--- src/rtl/r200_pkg.sv ---
// Shared types for the r200 interlock/forwarding controller:
// forwarding-select encoding and per-stage destination tracking record.
package r200_pkg;

  typedef enum logic [1:0] {
    FWD_RF  = 2'b00,
    FWD_EX  = 2'b01,
    FWD_MEM = 2'b10,
    FWD_WB  = 2'b11
  } fwd_e;

  typedef struct packed {
    logic       valid;
    logic [4:0] rd;
    logic       regwr;
    logic       isload;
  } trk_t;

  // x0 is hardwired, so a write to it can never create a dependency
  function automatic logic trk_hit(trk_t t, logic [4:0] addr, logic uses, logic id_valid);
    return t.valid & t.regwr & (t.rd == addr) & (addr != 5'd0) & uses & id_valid;
  endfunction

endpackage

--- src/rtl/r200hazctl_if.sv ---
// ID-stage hazard bundle: decoded operand/destination info in, pipeline
// stall/flush controls and forwarding selects out.
interface r200hazctl_if;
  logic       id_valid;
  logic [4:0] id_rs1addr;
  logic [4:0] id_rs2addr;
  logic       id_uses_rs1;
  logic       id_uses_rs2;
  logic       id_regwr;
  logic [4:0] id_rdaddr;
  logic       id_isload;
  logic       id_willjmp;
  logic       ex_brtaken;
  logic       mem_busy;
  logic       stall_if;
  logic       stall_id;
  logic       flush_if;
  logic       flush_id;
  logic [1:0] fwd1sel;
  logic [1:0] fwd2sel;

  modport master (
    output id_valid, id_rs1addr, id_rs2addr, id_uses_rs1, id_uses_rs2,
           id_regwr, id_rdaddr, id_isload, id_willjmp, ex_brtaken, mem_busy,
    input  stall_if, stall_id, flush_if, flush_id, fwd1sel, fwd2sel
  );

  modport slave (
    input  id_valid, id_rs1addr, id_rs2addr, id_uses_rs1, id_uses_rs2,
           id_regwr, id_rdaddr, id_isload, id_willjmp, ex_brtaken, mem_busy,
    output stall_if, stall_id, flush_if, flush_id, fwd1sel, fwd2sel
  );
endinterface

--- src/rtl/r200hzmatch.sv ---
// Single-operand hazard matcher: picks the youngest producer (EX > MEM > WB)
// and flags a load still in EX, which cannot be forwarded yet.
module r200hzmatch
  import r200_pkg::*;
(
  input  logic       id_valid,
  input  logic [4:0] addr,
  input  logic       uses,
  input  trk_t       e,
  input  trk_t       m,
  input  trk_t       w,
  output logic [1:0] fwdsel,
  output logic       loadhit
);

  always_comb begin
    fwdsel  = FWD_RF;
    loadhit = 1'b0;
    if (trk_hit(e, addr, uses, id_valid)) begin
      if (e.isload) loadhit = 1'b1;
      else          fwdsel  = FWD_EX;
    end else if (trk_hit(m, addr, uses, id_valid)) begin
      fwdsel = FWD_MEM;
    end else if (trk_hit(w, addr, uses, id_valid)) begin
      fwdsel = FWD_WB;
    end
  end

endmodule

--- src/rtl/r200hazctl.sv ---
// r200 interlock/forwarding controller: tracks EX/MEM/WB destinations and
// produces forwarding selects, load-use stalls, busy freezes and flushes.
module r200hazctl
  import r200_pkg::*;
(
  input logic         clk,
  input logic         rst,
  r200hazctl_if.slave hz
);

  trk_t       e_q, m_q, w_q, id_trk;
  logic       br_pend;
  logic [1:0] fwd1, fwd2;
  logic       lh1, lh2, loaduse;
  logic       br_req, br_flush, flush_id_c, flush_if_c, stall_c;

  r200hzmatch u_match1 (
    .id_valid (hz.id_valid),
    .addr     (hz.id_rs1addr),
    .uses     (hz.id_uses_rs1),
    .e        (e_q),
    .m        (m_q),
    .w        (w_q),
    .fwdsel   (fwd1),
    .loadhit  (lh1)
  );

  r200hzmatch u_match2 (
    .id_valid (hz.id_valid),
    .addr     (hz.id_rs2addr),
    .uses     (hz.id_uses_rs2),
    .e        (e_q),
    .m        (m_q),
    .w        (w_q),
    .fwdsel   (fwd2),
    .loadhit  (lh2)
  );

  always_comb begin
    loaduse    = lh1 | lh2;
    br_req     = hz.ex_brtaken | br_pend;
    br_flush   = br_req & ~hz.mem_busy;
    flush_id_c = br_flush | (loaduse & ~hz.mem_busy);
    flush_if_c = (br_req | (hz.id_willjmp & hz.id_valid & ~loaduse)) & ~hz.mem_busy;
    // a branch flush squashes the stalled ID instruction, so the stall drops
    stall_c    = hz.mem_busy | (loaduse & ~br_flush);
    // any flush_id (branch or load-use bubble) enters EX as an invalid slot
    id_trk     = '{valid:  hz.id_valid & ~flush_id_c,
                   rd:     hz.id_rdaddr,
                   regwr:  hz.id_regwr,
                   isload: hz.id_isload};
  end

  always_ff @(posedge clk or posedge rst) begin
    if (rst) begin
      e_q     <= '0;
      m_q     <= '0;
      w_q     <= '0;
      br_pend <= 1'b0;
    end else if (!hz.mem_busy) begin
      e_q     <= id_trk;
      m_q     <= e_q;
      w_q     <= m_q;
      br_pend <= 1'b0;
    end else begin
      br_pend <= br_pend | hz.ex_brtaken;
    end
  end

  assign hz.stall_if = ~rst & stall_c;
  assign hz.stall_id = ~rst & stall_c;
  assign hz.flush_if = ~rst & flush_if_c;
  assign hz.flush_id = ~rst & flush_id_c;
  assign hz.fwd1sel  = rst ? '0 : fwd1;
  assign hz.fwd2sel  = rst ? '0 : fwd2;

endmodule
--- src/flat_wrapper.sv ---
// flat-port wrapper written by rule: the top's interface ports become plain ports
module r200hazctl_flat import r200_pkg::*;
  (clk, rst, hz_id_valid, hz_id_rs1addr, hz_id_rs2addr, hz_id_uses_rs1, hz_id_uses_rs2, hz_id_regwr, hz_id_rdaddr, hz_id_isload, hz_id_willjmp, hz_ex_brtaken, hz_mem_busy, hz_stall_if, hz_stall_id, hz_flush_if, hz_flush_id, hz_fwd1sel, hz_fwd2sel);
  r200hazctl_if hz_i ();
  input logic clk;
  input logic rst;
  input wire logic [$bits(hz_i.id_valid)-1:0] hz_id_valid;
  input wire logic [$bits(hz_i.id_rs1addr)-1:0] hz_id_rs1addr;
  input wire logic [$bits(hz_i.id_rs2addr)-1:0] hz_id_rs2addr;
  input wire logic [$bits(hz_i.id_uses_rs1)-1:0] hz_id_uses_rs1;
  input wire logic [$bits(hz_i.id_uses_rs2)-1:0] hz_id_uses_rs2;
  input wire logic [$bits(hz_i.id_regwr)-1:0] hz_id_regwr;
  input wire logic [$bits(hz_i.id_rdaddr)-1:0] hz_id_rdaddr;
  input wire logic [$bits(hz_i.id_isload)-1:0] hz_id_isload;
  input wire logic [$bits(hz_i.id_willjmp)-1:0] hz_id_willjmp;
  input wire logic [$bits(hz_i.ex_brtaken)-1:0] hz_ex_brtaken;
  input wire logic [$bits(hz_i.mem_busy)-1:0] hz_mem_busy;
  output wire logic [$bits(hz_i.stall_if)-1:0] hz_stall_if;
  output wire logic [$bits(hz_i.stall_id)-1:0] hz_stall_id;
  output wire logic [$bits(hz_i.flush_if)-1:0] hz_flush_if;
  output wire logic [$bits(hz_i.flush_id)-1:0] hz_flush_id;
  output wire logic [$bits(hz_i.fwd1sel)-1:0] hz_fwd1sel;
  output wire logic [$bits(hz_i.fwd2sel)-1:0] hz_fwd2sel;
  assign hz_i.id_valid = hz_id_valid;
  assign hz_i.id_rs1addr = hz_id_rs1addr;
  assign hz_i.id_rs2addr = hz_id_rs2addr;
  assign hz_i.id_uses_rs1 = hz_id_uses_rs1;
  assign hz_i.id_uses_rs2 = hz_id_uses_rs2;
  assign hz_i.id_regwr = hz_id_regwr;
  assign hz_i.id_rdaddr = hz_id_rdaddr;
  assign hz_i.id_isload = hz_id_isload;
  assign hz_i.id_willjmp = hz_id_willjmp;
  assign hz_i.ex_brtaken = hz_ex_brtaken;
  assign hz_i.mem_busy = hz_mem_busy;
  assign hz_stall_if = hz_i.stall_if;
  assign hz_stall_id = hz_i.stall_id;
  assign hz_flush_if = hz_i.flush_if;
  assign hz_flush_id = hz_i.flush_id;
  assign hz_fwd1sel = hz_i.fwd1sel;
  assign hz_fwd2sel = hz_i.fwd2sel;
  r200hazctl u_core (.clk(clk), .rst(rst), .hz(hz_i));
endmodule
--- config.mk ---
export PLATFORM = sky130hd
export DESIGN_NAME = r200hazctl_flat
export DESIGN_NICKNAME = d
export VERILOG_FILES = /design/src/rtl/r200_pkg.sv /design/src/rtl/r200hazctl_if.sv /design/src/rtl/r200hzmatch.sv /design/src/rtl/r200hazctl.sv /design/src/flat_wrapper.sv
export SDC_FILE = /design/constraint.sdc
export NUM_CORES = 1
export LEC_CHECK = 0
export CAP_MARGIN = 10
export CORE_UTILIZATION = 35
export DETAILED_ROUTE_END_ITERATION = 16
export PLACE_DENSITY = 0.65
export SYNTH_ARGS = -nofsm -noshare
export SYNTH_HDL_FRONTEND = slang
export SYNTH_SLANG_ARGS = --single-unit
export TNS_END_PERCENT = 5
--- constraint.sdc ---
create_clock -name clk -period 3.3 [get_ports clk]
set_input_delay 0.825 -clock clk [delete_from_list [all_inputs] [get_ports clk]]
set_output_delay 0.825 -clock clk [all_outputs]
set_load 0.02 [all_outputs]
# Word level (Yosys, flattened, before mapping)
# Cells that the tools add are included.
word_totals:
  regBits: 23
  out_inout_bits: 8
classes:
  eq_ne: 6
  n_mux: 13
  n_bitwise: 47
  reduce_logical: 2
ops:
  columns: ["cell", "count"]
  rows:
  - ["$and A1 B1 Y1", 37]
  - ["$eq A5 B5 Y1", 6]
  - ["$mux W2", 8]
  - ["$reduce_bool A5 Y1", 2]
  - ["$mux W1", 5]
  - ["$not A1 Y1", 5]
  - ["$or A1 B1 Y1", 5]

# Depth between registers and ports, before layout
depth:
  depth_word: 12
  mapped_depth: 6
  ltp_nobuf: 5

# Modules after synthesis
# Synthesis repeated with hierarchy kept, for this count alone.
hier_totals:
  cells_unflattened: 131
  hier_area_um2: 1556.5
by_module_without_submodules:
  columns: ["mod", "instances", "cells_per_inst", "area_per_inst_um2", "seq_area_each_um2"]
  rows:
  - ["r200hazctl", 1, 69, 1078.5, 625.6]
  - ["r200hzmatch", 2, 31, 239.0, 0.0]

# Worst setup path before layout
# No wires, ideal clock.
synth_path:
  kind: "input -> output"
  start: "input hz_id_rs1addr[1]"
  end: "output hz_fwd1sel[0]"
  t_arrival_ns: 2.365
  setup_slack_ns: 0.110
  cell_stages: 5
  path_cell_list: "or4_1 -> o211ai_2 -> nor4_1 -> or3b_1 -> a21oi_1"
synth_via:
  elab_chain_len: 9
  word_cells_on_any_way: 20
  classes_between: "eq/ne (3); mux (4); bitwise (12); reduce/logical (1)"
synth_rtl:
  columns: ["item", "line", "rtl"]
  rows:
  - ["start, declared", "flat_wrapper.sv:8", "input wire logic [$bits(hz_i.id_rs1addr)-1:0] hz_id_rs1addr;"]
  - ["$eq A5 B5 Y1", "r200_pkg.sv:21", "return t.valid & t.regwr & (t.rd == addr) & (addr != 5'd0) & uses & id_valid;"]
  - ["$and A1 B1 Y1 (4 in series)", "r200_pkg.sv:21", null]
  - ["$mux W2", "r200hzmatch.sv:24", "end else if (trk_hit(w, addr, uses, id_valid)) begin"]
  - ["$mux W2", "r200hzmatch.sv:22", "end else if (trk_hit(m, addr, uses, id_valid)) begin"]
  - ["$mux W2 (*)", "r200hzmatch.sv:19", "if (trk_hit(e, addr, uses, id_valid)) begin"]
  - ["$mux W2 (*)", "r200hazctl.sv:74", "assign hz.fwd1sel = rst ? '0 : fwd1;"]
  - ["end, declared", "flat_wrapper.sv:22", "output wire logic [$bits(hz_i.fwd1sel)-1:0] hz_fwd1sel;"]
# Every way passes the cells marked *; elsewhere a longest branch is shown, timed or not.

# Final worst setup path
# Ends and elaborated chain as after synthesis.

==> run metrics <==
fillers=roughly 350; Final Hold Fails=0; violated checks=setup timing; startpoint type of the worst setup path=input port; Sw Ratio=~29%; total CTS buffers=3; DRT iter0 DRCs=43; power per cell area=about 380 nW/um^2; H-tree depth=1; TNS Setup=-0.0125 ns; VDD IR-drop max=between 150 and 200 uV; Yosys top cell area share=42.6%; net switching power=~0.00021 W; Max Buffers Root-to-Sink=2; most frequent cell after synthesis=xnor2_1; # diodes=0; DP Wirelength=between 2 and 2.5 mm; FF+latch count, synth=23; placed inst area=about 1800 sq um; mapped cell area=~1400 sq um; Critical R2R Capture=u_core.e_q[7]; Worst Path Required=about 2.5 ns; footprint of the multi-input gates=approximately 830 sq um; hold crit path type=register to register; clock share of power=between 20% and 30%; crit path setup slack, layout=-0.0125 ns; clk_skew=around 0.0060 ns; worst r2r src=u_core.e_q[2]; asr flop ratio synth=100%; Synth Instances=118; core area=approximately 3700 sq um; Synth Flop Type=dfrtp_1; vias in the first global route=between 1000 and 1500; final slew viol count=0; Hold Path Stages=1; detailed-route wire length=roughly 3.0 mm; Initial Utilization=36.6%; GRT Overall Usage=~16%; RSZ-0062 raised after global routing=true; sequential cell area=576 sq um; Internal=between 0.0005 and 0.0006 W; fin area=roughly 1900 sq um; synthesis warning total=0; Die Height=64.1 microns; Area Overhead vs Synth=43.0%; worst slew pin tran=~0.33 ns; Antenna Violating Nets Remaining=0; clk slew on worst S/H paths=roughly 0.070 ns; Post-synth top cells=xnor2_1, dfrtp_1, mux2_2; Total Power=around 0.00074 W; gr ovfl total=0; Clock Tree Root=clkbuf_8; Avg WL per Cell=14.0 microns; number of synthesized flops with an enable pin=0; syn_area_per_cell=approximately 11 sq um; WP data arrival=approximately 2.5 ns; initial antenna violation count=0; syn_nets=around 140; Worst Setup End Kind=output port; status=complete, but fails checks; Final period util=100%; CTS Sinks=23; Seq pwr share=a little under 50%; # IOs=33; Setup CP Type=input port to output port; Peak Freq=302 MHz; hold wc startpoint=u_core.w_q[7]; r2r setup slk=roughly 1.5 ns; top post-synthesis cells by area=dfrtp_1, mux2_2, xnor2_1; TritonCTS clock tree=built; Final GP Congestion=about 0.88; IO buf count=32; Tmin final=between 3 and 4 ns; critical path peak fanout=4; via count=approximately 1000; number of vias per cell=between 4 and 5; post-synth cell types=25; area leader, netlist=dfrtp_1; largest net degree at the start of global routing=23; later-pin clock latency in the skew report=0.26 ns; Final setup violation count=1; DR pass1 iterations=4; relative slew slack=slightly below 80%; Seq/Total Area, Yosys=42.6%; Comb pwr share=27.5%; reg2reg path depth=6; Die Area=around 4100 sq um; die boundary width=roughly 64 microns; Worst Hold Path EP=u_core.w_q[7]; Lkg Pwr=about 0.8 nW; nets=195; first-pass GRT wire length=5.15 mm; DRC violations left=0; max_cap viols=0; # rows=22; layout cell share with drive strength beyond 1=42.6%
==> through the flow <==
step	setup slack [ns]	util [%]	cells	hold WS, ns
finish	-0.0125	52.3	217	0.519
global route	-0.0574	52.3	217	0.544
CTS	-0.0339	52.3	217	0.524
detailed placement	-0.897	49.9	211	0.506
global placement	-0.863	49.9	211	0.492
floorplan	0.110	-	118	0.479
==> state kept, by name, indices dropped and copies added, names as in the netlist <==
register / count
u_core.e_q: 8
u_core.m_q: 7
u_core.w_q: 7
u_core.br_pend: 1
==> area by class of cell <==
| class | count | share of cell area [%] |
|---|---|---|
| Multi-Input combinational cell | 89 | 43.2 |
| Sequential cell | 23 | 29.8 |
| Timing Repair Buffer | 51 | 21.2 |
| Tap cell | 48 | 3.11 |
| Clock buffer | 4 | 2.33 |
| Inverter | 2 | 0.389 |
==> worst max-delay path: stages <==
cell	delay (ns)
buf_8	0.10
or4_4	0.54
o211ai_4	0.23
or4_4	0.17
or3b_1	0.36
a21oi_2	0.12
buf_4	0.15
==> per-layer routing <==
| metal | GRT usage [%] | part of all wire [%] |
|---|---|---|
| met5 | 0 | 0 |
| met4 | 3.33 | 0.89 |
| met3 | 3.04 | 3.8 |
| met2 | 28.6 | 48 |
| met1 | 21.0 | 48 |
==> worst max-delay path by stage <==
stage                           from  slack (ns)  depth (start not counted)            end
floorplan           hz_id_rs1addr[1]        0.11                          5  hz_fwd1sel[0]
global placement    hz_id_rs1addr[1]       -0.86                          7  hz_fwd1sel[0]
detailed placement  hz_id_rs1addr[1]       -0.90                          7  hz_fwd1sel[0]
CTS                 hz_id_rs1addr[1]       -0.03                          7  hz_fwd1sel[0]
global route        hz_id_rs1addr[2]       -0.06                          7  hz_fwd1sel[1]
finish              hz_id_rs1addr[1]       -0.01                          7  hz_fwd1sel[0]
==> power groups by stage <==
| stage | sequential [W] | combinational (W) | clock, W |
|---|---|---|---|
| 2_1_floorplan | 0.000357 | 0.000118 | 0 |
| 3_3_place_gp | 0.000365 | 0.000193 | 0 |
| 3_5_place_dp | 0.000369 | 0.000194 | 0 |
| 4_1_cts | 0.000364 | 0.000202 | 0.000177 |
| 5_1_grt | 0.000372 | 0.000221 | 0.000190 |
| 6_report | 0.000365 | 0.000203 | 0.000170 |
==> layout by cell type (no fill, tap or decap), drive strengths merged <==
master         instances
clkbuf                 6
nor2                   2
o211ai                 3
xor2                   6
or4                    6
nor4                   2
o21a                   1
a211oi                 3
clkdlybuf4s50         11
nor2b                  1
mux2                  21
clkdlybuf4s15          1
dfrtp                 23
a21oi                  2
nor3b                  1
or2b                   1
buf                   33
a41o                   1
dlygate4sd2            4
o21ai                  1
and4                   1
or3b                   1
inv                    2
nand2                  5
nand4                  6
and2                   1
xnor2                 24
==> what timing repair did <==
item                                    in CTS  in global routing
pin swaps                                   13                  6
gates resized for setup                     89                  8
buffers inserted                             2                  0
endpoints found under the setup margin       8                  8
hold buffers                                 0                  0
cloned                                       0                  0
==> cells by family after synthesis <==
group                     count (synthesis)  synth area share [%]
xor gates and xnor gates                 30                  19.5
and+or+nand+nor                          27                  12.3
DFF                                      23                  42.6
muxes                                    21                  17.5
AOI/OAI and AO/OA                        11                  6.12
buffers and inverters                     6                  1.95
No activity file was read; power rests on OpenSTA's default activity.
